## config.mk

```make
export PLATFORM = sky130hd
export DESIGN_NAME = mc_control_fsm_flat
export DESIGN_NICKNAME = d
export VERILOG_FILES = /design/src/rtl/mc_control_fsm_if.sv /design/src/rtl/mc_control_fsm.sv /design/src/flat_wrapper.sv
export SDC_FILE = /design/constraint.sdc
export NUM_CORES = 1
export LEC_CHECK = 0
export ABC_AREA = 1
export BUFFER_PORTS_ARGS = -buffer_cell sky130_fd_sc_hd__buf_2
export CORE_MARGIN = 10
export CORE_UTILIZATION = 30
export DETAILED_ROUTE_END_ITERATION = 16
export PLACE_DENSITY_LB_ADDON = 0.2
export SYNTH_ARGS = -nofsm -noshare
export SYNTH_HDL_FRONTEND = slang
export SYNTH_SLANG_ARGS = --single-unit
```

## constraint.sdc

```tcl
create_clock -name clk -period 1.8 [get_ports clk]
set_clock_uncertainty 0.1 [all_clocks]
set_input_delay 0.36 -clock clk [delete_from_list [all_inputs] [get_ports clk]]
set_output_delay 0.36 -clock clk [all_outputs]
set_load 0.02 [all_outputs]
```

## src/rtl/mc_control_fsm_if.sv

```systemverilog
// Control bus between the multicycle controller and the RV64 datapath / memories.
// master = controller side, slave = datapath and memory side.
interface mc_control_fsm_if;
    logic [6:0] opcode;
    logic [2:0] funct3;
    logic       funct7_b5;
    logic       alu_zero;
    logic       imem_ready;
    logic       dmem_ready;
    logic       imem_req;
    logic       dmem_req;
    logic       dmem_we;
    logic       ir_load;
    logic       pc_write;
    logic       pc_source;
    logic       a_write;
    logic       b_write;
    logic       aluout_write;
    logic       mdr_load;
    logic       reg_write;
    logic       wb_sel;
    logic       alu_src_a;
    logic [1:0] alu_src_b;
    logic [2:0] alu_op;
    logic [3:0] state;
    logic       trap;
    logic [1:0] trap_cause;

    modport master (
        input  opcode, funct3, funct7_b5, alu_zero, imem_ready, dmem_ready,
        output imem_req, dmem_req, dmem_we, ir_load, pc_write, pc_source,
               a_write, b_write, aluout_write, mdr_load, reg_write, wb_sel,
               alu_src_a, alu_src_b, alu_op, state, trap, trap_cause
    );

    modport slave (
        output opcode, funct3, funct7_b5, alu_zero, imem_ready, dmem_ready,
        input  imem_req, dmem_req, dmem_we, ir_load, pc_write, pc_source,
               a_write, b_write, aluout_write, mdr_load, reg_write, wb_sel,
               alu_src_a, alu_src_b, alu_op, state, trap, trap_cause
    );
endinterface

```

## src/rtl/mc_control_fsm.sv

```systemverilog
// Multicycle RV64 control FSM with req/ready memory handshakes, wait timeout and sticky trap.
// Optional MC_PERF_CNT_EN adds cycle_cnt / instret_cnt performance counters.
module mc_control_fsm #(
    parameter int MEM_TIMEOUT = 15
`ifdef MC_PERF_CNT_EN
    , parameter int CNT_W = 32
`endif
) (
    input  logic                 clk,
    input  logic                 reset,
    mc_control_fsm_if.master     bus
`ifdef MC_PERF_CNT_EN
    , output logic [CNT_W-1:0]   cycle_cnt
    , output logic [CNT_W-1:0]   instret_cnt
`endif
);
    typedef enum logic [3:0] {
        FETCH    = 4'd0,
        DECODE   = 4'd1,
        EXEC_R   = 4'd2,
        EXEC_I   = 4'd3,
        WB_ALU   = 4'd4,
        MEM_ADDR = 4'd5,
        MEM_RD   = 4'd6,
        WB_MEM   = 4'd7,
        MEM_WR   = 4'd8,
        BRANCH   = 4'd9,
        TRAP     = 4'd10
    } state_t;

    localparam logic [6:0] OP_R  = 7'b0110011;
    localparam logic [6:0] OP_I  = 7'b0010011;
    localparam logic [6:0] OP_LD = 7'b0000011;
    localparam logic [6:0] OP_SD = 7'b0100011;
    localparam logic [6:0] OP_BR = 7'b1100011;

    localparam logic [2:0] ALU_ADD = 3'b001;
    localparam logic [2:0] ALU_SUB = 3'b010;
    localparam logic [2:0] ALU_AND = 3'b011;
    localparam logic [2:0] ALU_XOR = 3'b110;

    localparam logic [7:0] WAIT_LAST = 8'(MEM_TIMEOUT - 1);

    state_t     curState, nextState;
    logic [1:0] trapCause, nextCause;
    logic [7:0] waitCnt;
    logic       memWait, waitHit;

    // A wait cycle is one where the active request sees no ready.
    assign memWait = ((curState == FETCH) && !bus.imem_ready) ||
                     (((curState == MEM_RD) || (curState == MEM_WR)) && !bus.dmem_ready);
    assign waitHit = (waitCnt == WAIT_LAST);

    always_ff @(posedge clk or posedge reset) begin
        if (reset) begin
            curState  <= FETCH;
            trapCause <= 2'b00;
            waitCnt   <= 8'd0;
        end else begin
            curState  <= nextState;
            trapCause <= nextCause;
            waitCnt   <= (memWait && (nextState == curState)) ? waitCnt + 8'd1 : 8'd0;
        end
    end

    always_comb begin
        nextState = curState;
        nextCause = trapCause;
        case (curState)
            FETCH: begin
                if (bus.imem_ready) nextState = DECODE;
                else if (waitHit) begin
                    nextState = TRAP;
                    nextCause = 2'b10;
                end
            end
            DECODE: begin
                case (bus.opcode)
                    OP_R:         nextState = EXEC_R;
                    OP_I:         nextState = EXEC_I;
                    OP_LD, OP_SD: nextState = MEM_ADDR;
                    OP_BR:        nextState = (bus.funct3[2:1] == 2'b00) ? BRANCH : TRAP;
                    default:      nextState = TRAP;
                endcase
                if (nextState == TRAP) nextCause = 2'b01;
            end
            EXEC_R, EXEC_I:   nextState = WB_ALU;
            WB_ALU, WB_MEM:   nextState = FETCH;
            MEM_ADDR:         nextState = (bus.opcode == OP_LD) ? MEM_RD : MEM_WR;
            MEM_RD, MEM_WR: begin
                if (bus.dmem_ready) nextState = (curState == MEM_RD) ? WB_MEM : FETCH;
                else if (waitHit) begin
                    nextState = TRAP;
                    nextCause = 2'b11;
                end
            end
            BRANCH:           nextState = FETCH;
            TRAP:             nextState = TRAP;
            default:          nextState = FETCH;
        endcase
    end

    // Outputs are forced low while reset is held so requests drop without a clock edge.
    always_comb begin
        bus.imem_req     = 1'b0;
        bus.dmem_req     = 1'b0;
        bus.dmem_we      = 1'b0;
        bus.ir_load      = 1'b0;
        bus.pc_write     = 1'b0;
        bus.pc_source    = 1'b0;
        bus.a_write      = 1'b0;
        bus.b_write      = 1'b0;
        bus.aluout_write = 1'b0;
        bus.mdr_load     = 1'b0;
        bus.reg_write    = 1'b0;
        bus.wb_sel       = 1'b0;
        bus.alu_src_a    = 1'b0;
        bus.alu_src_b    = 2'b00;
        bus.alu_op       = 3'b000;
        bus.trap         = 1'b0;
        bus.state        = curState;
        bus.trap_cause   = trapCause;
        if (!reset) begin
            case (curState)
                FETCH: begin
                    bus.imem_req  = 1'b1;
                    bus.alu_src_b = 2'b01;
                    bus.alu_op    = ALU_ADD;
                    bus.ir_load   = bus.imem_ready;
                    bus.pc_write  = bus.imem_ready;
                end
                DECODE: begin
                    bus.a_write      = 1'b1;
                    bus.b_write      = 1'b1;
                    bus.aluout_write = 1'b1;
                    bus.alu_src_b    = 2'b11;
                    bus.alu_op       = ALU_ADD;
                end
                EXEC_R: begin
                    bus.alu_src_a    = 1'b1;
                    bus.aluout_write = 1'b1;
                    if (bus.funct3 == 3'b111)      bus.alu_op = ALU_AND;
                    else if (bus.funct3 == 3'b100) bus.alu_op = ALU_XOR;
                    else                           bus.alu_op = bus.funct7_b5 ? ALU_SUB : ALU_ADD;
                end
                EXEC_I, MEM_ADDR: begin
                    bus.alu_src_a    = 1'b1;
                    bus.alu_src_b    = 2'b10;
                    bus.alu_op       = ALU_ADD;
                    bus.aluout_write = 1'b1;
                end
                WB_ALU: bus.reg_write = 1'b1;
                MEM_RD: begin
                    bus.dmem_req = 1'b1;
                    bus.mdr_load = bus.dmem_ready;
                end
                WB_MEM: begin
                    bus.reg_write = 1'b1;
                    bus.wb_sel    = 1'b1;
                end
                MEM_WR: begin
                    bus.dmem_req = 1'b1;
                    bus.dmem_we  = 1'b1;
                end
                BRANCH: begin
                    bus.alu_src_a = 1'b1;
                    bus.alu_op    = ALU_SUB;
                    bus.pc_source = 1'b1;
                    bus.pc_write  = bus.alu_zero ^ bus.funct3[0];
                end
                TRAP:    bus.trap = 1'b1;
                default: ;
            endcase
        end
    end

`ifdef MC_PERF_CNT_EN
    logic retire;
    assign retire = (curState == WB_ALU) || (curState == WB_MEM) || (curState == BRANCH) ||
                    ((curState == MEM_WR) && bus.dmem_ready);

    always_ff @(posedge clk or posedge reset) begin
        if (reset) begin
            cycle_cnt   <= '0;
            instret_cnt <= '0;
        end else begin
            if (curState != TRAP) cycle_cnt <= cycle_cnt + 1'b1;
            if (retire)           instret_cnt <= instret_cnt + 1'b1;
        end
    end
`endif
endmodule

```

## src/flat_wrapper.sv

```systemverilog
// flat-port wrapper written by rule: the top's interface ports become plain ports
module mc_control_fsm_flat 
#(
    parameter int MEM_TIMEOUT = 15

)
  (clk, reset, bus_opcode, bus_funct3, bus_funct7_b5, bus_alu_zero, bus_imem_ready, bus_dmem_ready, bus_imem_req, bus_dmem_req, bus_dmem_we, bus_ir_load, bus_pc_write, bus_pc_source, bus_a_write, bus_b_write, bus_aluout_write, bus_mdr_load, bus_reg_write, bus_wb_sel, bus_alu_src_a, bus_alu_src_b, bus_alu_op, bus_state, bus_trap, bus_trap_cause);
  mc_control_fsm_if bus_i ();
  input  logic clk;
  input  logic reset;
  input wire logic [$bits(bus_i.opcode)-1:0] bus_opcode;
  input wire logic [$bits(bus_i.funct3)-1:0] bus_funct3;
  input wire logic [$bits(bus_i.funct7_b5)-1:0] bus_funct7_b5;
  input wire logic [$bits(bus_i.alu_zero)-1:0] bus_alu_zero;
  input wire logic [$bits(bus_i.imem_ready)-1:0] bus_imem_ready;
  input wire logic [$bits(bus_i.dmem_ready)-1:0] bus_dmem_ready;
  output wire logic [$bits(bus_i.imem_req)-1:0] bus_imem_req;
  output wire logic [$bits(bus_i.dmem_req)-1:0] bus_dmem_req;
  output wire logic [$bits(bus_i.dmem_we)-1:0] bus_dmem_we;
  output wire logic [$bits(bus_i.ir_load)-1:0] bus_ir_load;
  output wire logic [$bits(bus_i.pc_write)-1:0] bus_pc_write;
  output wire logic [$bits(bus_i.pc_source)-1:0] bus_pc_source;
  output wire logic [$bits(bus_i.a_write)-1:0] bus_a_write;
  output wire logic [$bits(bus_i.b_write)-1:0] bus_b_write;
  output wire logic [$bits(bus_i.aluout_write)-1:0] bus_aluout_write;
  output wire logic [$bits(bus_i.mdr_load)-1:0] bus_mdr_load;
  output wire logic [$bits(bus_i.reg_write)-1:0] bus_reg_write;
  output wire logic [$bits(bus_i.wb_sel)-1:0] bus_wb_sel;
  output wire logic [$bits(bus_i.alu_src_a)-1:0] bus_alu_src_a;
  output wire logic [$bits(bus_i.alu_src_b)-1:0] bus_alu_src_b;
  output wire logic [$bits(bus_i.alu_op)-1:0] bus_alu_op;
  output wire logic [$bits(bus_i.state)-1:0] bus_state;
  output wire logic [$bits(bus_i.trap)-1:0] bus_trap;
  output wire logic [$bits(bus_i.trap_cause)-1:0] bus_trap_cause;
  assign bus_i.opcode = bus_opcode;
  assign bus_i.funct3 = bus_funct3;
  assign bus_i.funct7_b5 = bus_funct7_b5;
  assign bus_i.alu_zero = bus_alu_zero;
  assign bus_i.imem_ready = bus_imem_ready;
  assign bus_i.dmem_ready = bus_dmem_ready;
  assign bus_imem_req = bus_i.imem_req;
  assign bus_dmem_req = bus_i.dmem_req;
  assign bus_dmem_we = bus_i.dmem_we;
  assign bus_ir_load = bus_i.ir_load;
  assign bus_pc_write = bus_i.pc_write;
  assign bus_pc_source = bus_i.pc_source;
  assign bus_a_write = bus_i.a_write;
  assign bus_b_write = bus_i.b_write;
  assign bus_aluout_write = bus_i.aluout_write;
  assign bus_mdr_load = bus_i.mdr_load;
  assign bus_reg_write = bus_i.reg_write;
  assign bus_wb_sel = bus_i.wb_sel;
  assign bus_alu_src_a = bus_i.alu_src_a;
  assign bus_alu_src_b = bus_i.alu_src_b;
  assign bus_alu_op = bus_i.alu_op;
  assign bus_state = bus_i.state;
  assign bus_trap = bus_i.trap;
  assign bus_trap_cause = bus_i.trap_cause;
  mc_control_fsm #(.MEM_TIMEOUT(MEM_TIMEOUT)) u_core (.clk(clk), .reset(reset), .bus(bus_i));
endmodule
```

After elaboration in Yosys (flattened, before gate mapping)
Cells that the tools add are included.

word-level totals
  bits in registers = 14
  output and inout port bits = 25
  word-level logic and storage cells = 98

operators by class
  add/sub/neg operators = 1
  equality and inequality tests = 25
  multiplexer cells = 49
  bitwise logic cells = 1
  reduce and logical (&&, ||, !) cells = 19

operators by type and width
  cell                                                                      number
  1-bit 2-to-1 mux                                                          25
  4-bit case mux with 6 select lines                                        1
  4-bit 2-to-1 mux                                                          5
  4-bit by 3-bit == test with 1-bit output (second input constant)          4
  4-bit == test (second input constant)                                     4
  2-bit 2-to-1 mux                                                          8
  4-bit case mux with 4 select lines                                        1
  7-bit by 6-bit == test with 1-bit output (second input constant)          2
  3-bit 2-to-1 mux                                                          4
  2-bit case mux with 3 select lines                                        2
  4-bit OR reduction                                                        3
  2-bit OR reduction                                                        5
  3-bit case mux with 3 select lines                                        1
  8-bit by 1-bit adder with 8-bit output (second input constant)            1
  4-bit by 2-bit == test with 1-bit output (second input constant)          2
  8-bit by 4-bit == test with 1-bit output (second input constant)          1
  8-bit 2-to-1 mux                                                          1
  7-bit by 2-bit == test with 1-bit output (second input constant)          1
  7-bit by 5-bit == test with 1-bit output (second input constant)          1
  7-bit == test (second input constant)                                     1
  3-bit == test (second input constant)                                     2
  2-bit by 1-bit inequality test with 1-bit output (second input constant)  3
  6-bit AND reduction                                                       1
  4-bit by 1-bit == test with 1-bit output (second input constant)          1
  other kinds (10)                                                          15

Longest topological paths before layout
  depth in word-level cells = 8
  gate-level depth with buffers = 13
  mapped depth without buffers = 13

Worst setup path before layout
Ideal clock, no wire load.

  path type = register to output
  start point = reg u_core.curState[2], in the netlist u_core.bus.state[2]
  end point = out bus_alu_op[0]
  arrival time = 2021 ps
  setup slack = -681 ps
  stages on the path, launching flop included = 8
  buffers on the path = 0
  cell sequence = dfrtp_1 nor2_1 inv_2 nor2_4 inv_1 a31oi_1 and2_1 or3_1

between the ends
  word-level cells in the longest chain between the ends = 4
  elaborated cells on any way between the ends = 9

RTL lines
  item                                                              RTL line               RTL
  start, declared                                                   mc_control_fsm.sv:44   state_t curState, nextState;
  start signal, assigned                                            mc_control_fsm.sv:60   curState <= nextState;
  4-bit by 2-bit == test with 1-bit output (tied with other cells)  mc_control_fsm.sv:124  case (curState)
  4-bit OR reduction (no line)                                      --
  3-bit case mux with 3 select lines (*)                            mc_control_fsm.sv:124
  3-bit 2-to-1 mux (*)                                              mc_control_fsm.sv:123  if (!reset) begin
  end, declared                                                     flat_wrapper.sv:31     output wire logic [$bits(bus_i.alu_op)-1:0] bus_alu_op;

Every way passes the cells marked *; elsewhere a longest branch is shown, timed or not.

Worst setup path after layout
Same ends and word-level chain as after synthesis.

==> impl_metrics.yaml <==
detailed_routing:
  viasPerCell: 4.66
  drtIter0Drc: 40
  ant_nets: 0
  num_vias: 1496
  drc_errors: 0
  wl_per_cell_um: 13.9
  dr.pass1.iters: 4
  wirelength_mm: 4.46
pwr:
  p_per_area_nw_per_um2: 1320
  p_total_mw: 3.06
  vdd_ir_drop_max_uv: 575
  combPwrFrac_pct: 76.3
  power.leakage_nw: 1.19
  net-switching-power_mw: 1.41
  pwr-share-clk_pct: 8.6
  power_frac_seq_pct: 15.1
  p_int_mw: 1.65
  swShare_pct: 46.2
layout:
  final_common_cell: "buf_4"
  final_cells: 321
  syn_to_final_growth_pct: 105
  final_nets: 293
  layout-drive-gt1-share_pct: 59.7
  antenna_cells: 0
  final_cell_mix: "buf_4, buf_6, nand2_1, nor2_1, buf_2"
timing:
  max_freq_ghz: 0.480
  fin_ws_ns: -0.284
  hold_violations: 0
  finalCriticalPeriod_ns: 2.08
  slew_viol_final: 0
  post-route-period-util_pct: 116
  relSlewSlack_pct: 79.0
  tightest_slew_ns: 0.312
  whs_ns: 0.268
  rsz0062_at_grt: "yes"
  finalSetupViolations: 29
placed_design:
  gp_congestion: 0.858
  place_ws_ns: -0.113
  hpwl_mm: 3.04
  dp.cells: 302
  portBuffers: 40
worst_setup_path:
  r2r_slack_ns: -0.18
  max_stage_delay_ns: 0.42
  path_max_fanout: 4
  path_delay_family: "simple AND/OR/NAND/NOR gates"
  arrival_ns: 1.62
  path_buf_inv: 3
  cp-end-kind: "output port"
  cp_slowest_cell: "dfrtp_2"
  crit_chain: "nor2_4 > inv_2 > nor2_4 > inv_2 > a31oi_4 > and2_4 > or3_4 > buf_6"
  r2r_start: "u_core.bus.state[0]$_DFF_PP0_"
  critPathRequiredTime_ns: 1.34
  rr_endpoint: "u_core.waitCnt[5]$_DFF_PP0_"
  ff2ff_path_depth: 13
  worstSetupPathType: "reg2out"
  startpoint_type: "flip-flop"
  crit_start: "u_core.bus.state[2]$_DFF_PP0_"
global_route:
  grt_pass1_vias: 1481
  grt_max_degree: 15
  antenna_found_initial: 0
  grt_overflow: 0
  track_usage_pct: 12.5
  grt_pass1_wl_mm: 6.74
yosys:
  ys_seq_area_share_pct: 30.9
  synthCells: 175
  synth_top_area_share_pct: 30.9
  synth_area_leaders: "dfrtp_1, nor2_1, nand2_1"
  synth-warning-count: 0
  syn-cell-area_um2: 1130
  synth.distinct_cells: 27
  synth.avg_cell_area_um2: 6.48
  ys_seq_elements: 14
  syn_nets: 193
  synth_area_leader_cell: "dfrtp_1"
clock_network:
  clk_pin_slew_ns: 0.06
  htree_num_levels: 1
  cts_root_buffer: "clkbuf_8"
  hold_buffers: 0
  cts.path.max_buffers: 2
  numCtsBuffers: 3
  cts_tree: "built"
  clkLatencyLatePin_ns: 0.25
  cts_sinks: 14
die:
  core_area_um2: 3660
  num_rows: 22
  fp.dieH_um: 81.5
  initial_core_util_pct: 31.0
  die-width_um: 81.5
  die_area_um2: 6640
  io_pins: 41
job:
  cap_violations: 0
run_status:
  status: "complete, but fails checks"
  violations: "negative setup slack"
hold_path:
  hold_path.class: "in2async"
-- sequential cells by signal, summed over array words and instances (netlist names) --
register               count
u_core.waitCnt             8
u_core.bus.state           4
u_core.bus.trap_cause      2
-- synthesized netlist by cell type --
master / n
o21ai_0: 3
nand3_1: 20
inv_2: 2
ha_1: 2
nand2_1: 33
and2_1: 1
nand2_4: 2
nor2_1: 40
nand3b_1: 2
a31oi_1: 3
and3_1: 1
nand4_1: 3
nand2_2: 2
o2111ai_1: 1
nor2_4: 2
xor2_1: 5
xnor2_1: 2
buf_4: 1
clkbuf_1: 1
nor2_2: 2
nor3_1: 4
dfrtp_1: 14
o22ai_1: 1
or3_1: 1
nand3_2: 1
inv_1: 21
a21oi_1: 5
-- cells by family (layout without fill, tap and decap cells) --
family,Yosys count,in the layout,synth area share [%]
flops,14,14,30.9
xor+xnor,7,7,5.40
buf+inv,25,123,8.60
fa+ha+maj,2,2,2.20
compound gates,13,13,6.50
simple gates,114,114,46.4
-- worst register-to-register path: cells and delay by family (launching register included) --
| family | cells | cell delay (ns) |
|---|---|---|
| and+or+nand+nor | 11 | 1.08 |
| DFF | 1 | 0.45 |
| buffers and inverters | 2 | 0.29 |
-- final cells by class --
| class | instances | area (µm²) |
|---|---|---|
| clock buffer | 3 | 41.3 |
| fill | 349 | 1340 |
| inverter | 23 | 98.8 |
| multi-input combinational | 136 | 978 |
| sequential | 14 | 355 |
| tap | 48 | 60.1 |
| timing repair buffer | 97 | 788 |
-- worst max path at each step --
| stage | cells after the start | slack [ns] | to |
|---|---|---|---|
| 3_5_place_dp | 8 | -0.11 | bus_alu_op[0] |
| 3_3_place_gp | 8 | -0.08 | bus_alu_op[0] |
| 6_report | 8 | -0.28 | bus_alu_op[0] |
| 5_1_grt | 8 | -0.35 | bus_alu_op[0] |
| 2_1_floorplan | 7 | -0.18 | bus_alu_op[0] |
| 4_1_cts | 8 | -0.25 | bus_alu_op[0] |
-- power by group through the flow --
stage          Clock [mW]  Sequential (mW)  Combinational (mW)
6_report            0.262            0.464                2.34
5_1_grt             0.281            0.475                2.50
4_1_cts             0.273            0.457                1.99
3_5_place_dp            0            0.458                1.53
3_3_place_gp            0            0.457                1.53
2_1_floorplan           0            0.540               0.763
-- per-stage QoR --
step | TNS [ns] | instance area (µm²) | util (%)
6_report | -4.10 | 2320 | 63.4
3_3_place_gp | -0.850 | 1740 | 47.5
3_5_place_dp | -0.880 | 1740 | 47.5
4_1_cts | -2.89 | 2110 | 57.7
2_1_floorplan | -0.302 | 1180 | -
5_1_grt | -6.52 | 2320 | 63.4
-- layer usage --
layer	GRT usage [%]	up-vias	wire, µm
met5	0	-	0
met4	3.98	0	80
met3	2.62	9	285
met2	22.2	47	2390
met1	14.7	684	1710
li1	-	756	-
-- repair_timing --
action                     in CTS  in global routing
pin swaps                      21                 21
setup buffers                  14                  4
gates cloned                    0                  0
gates resized for setup        68                 47
setup endpoints to repair      28                 29
No activity file was read; power rests on OpenSTA's default activity.
